`src/rtl/cpu_defs_pkg.sv`:
```
// Shared CPU constants: datapath widths, fetch FSM encodings and timeout defaults.
package cpu_defs_pkg;

    localparam int unsigned PC_W            = 16;
    localparam int unsigned INSTR_W         = 16;
    localparam int unsigned WAIT_CNT_W      = 8;
    localparam int unsigned DEFAULT_TIMEOUT = 255;

    typedef enum logic [1:0] {
        ST_FETCH = 2'd0,
        ST_HOLD  = 2'd1,
        ST_ERROR = 2'd2
    } fetch_state_e;

endpackage

```
`src/rtl/fetch_timeout_ctr.sv`:
```
// Wait-cycle counter for an outstanding instruction fetch.
// terminal_c flags the cycle in which a further miss would reach TIMEOUT.
module fetch_timeout_ctr
    import cpu_defs_pkg::*;
#(
    parameter int unsigned TIMEOUT = DEFAULT_TIMEOUT
) (
    input  logic clk,
    input  logic rst_n,
    input  logic clear,
    input  logic enable,
    output logic terminal_c
);

    logic [WAIT_CNT_W-1:0] cnt;

    always_ff @(posedge clk or negedge rst_n) begin
        if (!rst_n) begin
            cnt <= '0;
        end else if (clear) begin
            cnt <= '0;
        end else if (enable) begin
            cnt <= cnt + WAIT_CNT_W'(1);
        end
    end

    assign terminal_c = (cnt == WAIT_CNT_W'(TIMEOUT - 1));

endmodule

```
`src/rtl/instr_fetch.sv`:
```
// Instruction fetch stage: requests imem at pc, holds the word for decode,
// advances pc on hand-off and latches a sticky error on memory timeout.
module instr_fetch
    import cpu_defs_pkg::*;
#(
    parameter logic [PC_W-1:0] RESET_PC = 16'h0000,
    parameter int unsigned     TIMEOUT  = DEFAULT_TIMEOUT
) (
    input  logic               clk,
    input  logic               rst_n,
    input  logic [PC_W-1:0]    next_pc,
    output logic [PC_W-1:0]    pc,
    output logic               imem_req,
    output logic [PC_W-1:0]    imem_addr,
    input  logic               imem_ack,
    input  logic [INSTR_W-1:0] imem_rdata,
    output logic [INSTR_W-1:0] instr,
    output logic               instr_valid,
    input  logic               instr_ready,
    output logic               fetch_err,
    output logic [15:0]        fetch_count
);

    fetch_state_e state, state_d;
    logic         fetch_active;
    logic         take;
    logic         accept;
    logic         timed_out;
    logic         wait_en;
    logic         wait_tc;

    // A request is only live once imem_req has been raised after reset.
    assign fetch_active = (state == ST_FETCH) && imem_req;
    assign take         = fetch_active && imem_ack;
    assign accept       = (state == ST_HOLD) && instr_ready;
    assign wait_en      = fetch_active && !imem_ack;
    assign timed_out    = wait_en && wait_tc;
    assign imem_addr    = pc;

    fetch_timeout_ctr #(
        .TIMEOUT   (TIMEOUT)
    ) u_wait_ctr (
        .clk       (clk),
        .rst_n     (rst_n),
        .clear     (!wait_en),
        .enable    (wait_en),
        .terminal_c(wait_tc)
    );

    always_comb begin
        state_d = state;
        case (state)
            ST_FETCH: begin
                if (take) begin
                    state_d = ST_HOLD;
                end else if (timed_out) begin
                    state_d = ST_ERROR;
                end
            end
            ST_HOLD: begin
                if (accept) begin
                    state_d = ST_FETCH;
                end
            end
            ST_ERROR: state_d = ST_ERROR;
            default:  state_d = ST_FETCH;
        endcase
    end

    always_ff @(posedge clk or negedge rst_n) begin
        if (!rst_n) begin
            state       <= ST_FETCH;
            imem_req    <= 1'b0;
            instr_valid <= 1'b0;
            instr       <= '0;
            pc          <= RESET_PC;
            fetch_err   <= 1'b0;
            fetch_count <= '0;
        end else begin
            state       <= state_d;
            imem_req    <= (state_d == ST_FETCH);
            instr_valid <= (state_d == ST_HOLD);
            if (take) begin
                instr <= imem_rdata;
            end
            if (accept) begin
                pc          <= next_pc;
                fetch_count <= fetch_count + 16'(1);
            end
            if (timed_out) begin
                fetch_err <= 1'b1;
            end
        end
    end

endmodule

```
`config.mk`:
```
export PLATFORM = sky130hd
export DESIGN_NAME = instr_fetch
export DESIGN_NICKNAME = d
export VERILOG_FILES = /design/src/rtl/cpu_defs_pkg.sv /design/src/rtl/fetch_timeout_ctr.sv /design/src/rtl/instr_fetch.sv
export SDC_FILE = /design/constraint.sdc
export NUM_CORES = 1
export LEC_CHECK = 0
export ABC_AREA = 0
export ABC_CLOCK_PERIOD_IN_PS = 2500
export CAP_MARGIN = 15
export CORE_UTILIZATION = 30
export DETAILED_ROUTE_END_ITERATION = 12
export GPL_TIMING_DRIVEN = 0
export PLACE_DENSITY = 0.58
export SLEW_MARGIN = 5
export SYNTH_ARGS = -nofsm -noshare
export SYNTH_HDL_FRONTEND = slang
export SYNTH_SLANG_ARGS = --single-unit
```
`constraint.sdc`:
```
create_clock -name clk -period 2.5 [get_ports clk]
set_input_delay 0.375 -clock clk [delete_from_list [all_inputs] [get_ports clk]]
set_output_delay 0.375 -clock clk [all_outputs]
set_load 0.01 [all_outputs]
```
==> reports/results.ini <==
[outcome]
status=complete, no violations

[route]
vias=1945
drt_iter0_drc=56
vias_per_cell=4.303
drc=0
wire_per_inst_um=12.25
wl_mm=5.537
dr.pass1.iters=4
drtAntennaViolNets=0

[synthesis]
synth.cell_area_mm2=0.002601
synth_top_cell_area_share=0.5868
synth-seq-cells=61
synth_seq_area_share=0.5868
ys_types=27
ys_top_cells_by_area=dfrtp_1 (59%), nand2_1 (8.7%), mux2_2 (7.4%)
syn_avg_cell_area_um2=11.31
synth_fp_nets=269
synthCells=230
synth_top_area_cell=dfrtp_1
ys_warn_count=0

[clock_tree]
clock_sinks=61
cts_htree_levels=3
clkTransAtPathRegs_ps=70
clk_path_buf_depth=2
cts_resized=0
clk_latency_ps=330
postCtsSetupBuffers=0
cts_tree=built
root_buffer=clkbuf_8
cts_made_buffers=9
holdBufCountCts=0

[hold_path]
hp-class=in2async

[global_routing]
grt.met3_usage=0.04306
grt-ovfl-total=0
grt_pass1_wl_mm=8.963
use_met2=0.2024
grt_pass1_vias=1884
grt_util_all_layers=0.1315
grtUsageMet1=0.1654
antenna_found_initial=0
grt_busiest_layer=met2
grt_start_max_net_pins=62

[final_layout]
fin_nets=382
multiInputGateArea_um2=909.6
antenna_cells=0
synthToLayoutAreaGrowth_pct=51.03
final_cell_area_mm2=0.003929
final-seq-area_mm2=0.001526
final_layout_size_suffix_gt1_frac=0.1614
fillers=795
final_util=0.4734

[floorplan]
initial_core_util=0.3134
dieArea_mm2=0.009047
die_w_um=95.12
io_pins=103
fp-row-count=33
die_y_um=95.12
coreArea_mm2=0.008299

[setup_path]
required_ps=2710
cp_slowest_cell=clkdlybuf4s50_1
crit_chain=clkdlybuf4s50_1 > nand2_1 > nor3_2 > buf_2 > mux2_2
critical_path.endpoint_type=register
worstSetupStartpointType=input pin
regToRegSetupSlack_ps=700
critPathTopFamily=buffers and inverters
critPathBufInv=2
crit_fanout=10
crit_type=in2reg
cpPeakStageDelay_ps=470
worstPathArrival_ps=2080

[placed_design]
pre_cts_slack_ps=241.3
dp_hpwl_mm=3.897
place.port_buffers=102
dpl-instance-area_mm2=0.003751
gp_congestion=0.6798

[power_and_ir_drop]
p_leak_nw=1.810
peakVddDrop_v=0.0001781
power_density_mw_per_mm2=471.6

[timing]
worst_pin_slew_ps=758.7
rsz0062_at_grt=false
final.setup_skew_ps=6.795
finalCritPeriodShare=0.7474
max_freq_ghz=0.5352
setup_slack_ps=631.4
layout_min_cycle_time_ps=1869
hold_viol=0
setup_viol=0
drv_slew=0
max_slew_margin=0.4942

[job]
drv_cap=0

state kept, by name (all words and copies together) (netlist names):
register,cells
fetch_count,16
fetch_err,1
imem_addr,16
imem_req,1
instr,16
instr_valid,1
state,2
u_wait_ctr.cnt,8
per-layer routing:
layer | routed length (um) | vias up
met5 | 0 | -
met4 | 87 | 0
met3 | 457 | 8
met2 | 2405 | 76
met1 | 2586 | 895
li1 | - | 966
synthesized netlist by cell type, drive strengths merged:
cell	number
and2	1
mux2	17
nand4	9
or4b	1
nand2b	2
nand3	6
clkbuf	3
ha	3
nand3b	1
dfrtp	61
nand2	60
nor4	1
and4	2
nor2	12
buf	20
nor3	2
xor2	7
xnor2	14
inv	2
nor4b	1
a21oi	1
and3b	1
and3	3
power breakdown:
group	switching, mW	internal (mW)	leakage [nW]	total (mW)
sequential	0	0.987	0.847	0.987
clock	0.358	0.435	0.0926	0.793
combinational	0.0257	0.0472	0.870	0.0729
total	0.383	1.47	1.81	1.85
layout by cell type (no fill, tap or decap), drive strengths merged, types with 2 or more instances in the layout:
cell type | Yosys | final
ha | 3 | 3
nand3 | 6 | 6
xnor2 | 14 | 14
dfrtp | 61 | 61
nand2 | 60 | 60
mux2 | 17 | 17
nor3 | 2 | 2
and3 | 3 | 3
buf | 20 | 21
nor2 | 12 | 12
clkbuf | 3 | 17
xor2 | 7 | 7
nand4 | 9 | 9
clkdlybuf4s50 | 0 | 101
nand2b | 2 | 2
and4 | 2 | 2
inv | 2 | 2
final timing paths:
check	startpoint	cells after the start	endpoint
worst max-delay path	imem_ack	5	instr[2]
worst min register to register	fetch_err	1	fetch_err
worst min-delay path	rst_n	1	instr[14]
max in group asynchronous	rst_n	1	imem_addr[11]
min in group clk	fetch_err	1	fetch_err
worst max register to register	state[0]	3	instr[2]
final cells by class:
type,instances,area share
clock buffer,14,0.04395
buffer,23,0.04013
multi-input combinational,144,0.2315
tap,105,0.03344
sequential,61,0.3885
inverter,2,0.001911
clock inverter,1,0.001274
timing repair buffer,102,0.2592
worst reg2reg max path, cell delays in order (launching register included):
cell and delay, ps:
dfrtp_1 440, nor3_2 520, buf_2 360, mux2_2 370
cells by family (layout without fill, tap and decap cells):
logic type | after synthesis | after routing | share of synthesized area
simple gates | 102 | 102 | 0.1890
flops | 61 | 61 | 0.5868
mux | 17 | 17 | 0.07359
compound gates | 1 | 1 | 0.001922
fa+ha+maj | 3 | 3 | 0.01443
xor+xnor | 21 | 21 | 0.07071
buf+inv | 25 | 142 | 0.06349
stage by stage:
step	hold slack (ps)	TNS (ps)	instances	power, mW
global route	184.8	0	452	1.936
floorplan	79.41	0	230	1.006
detailed placement	456.5	0	437	1.080
CTS	149.4	0	452	1.881
finish	126.0	0	452	1.853
global placement	456.1	-63310	437	1.081
Power figures use the tool's default switching activity.
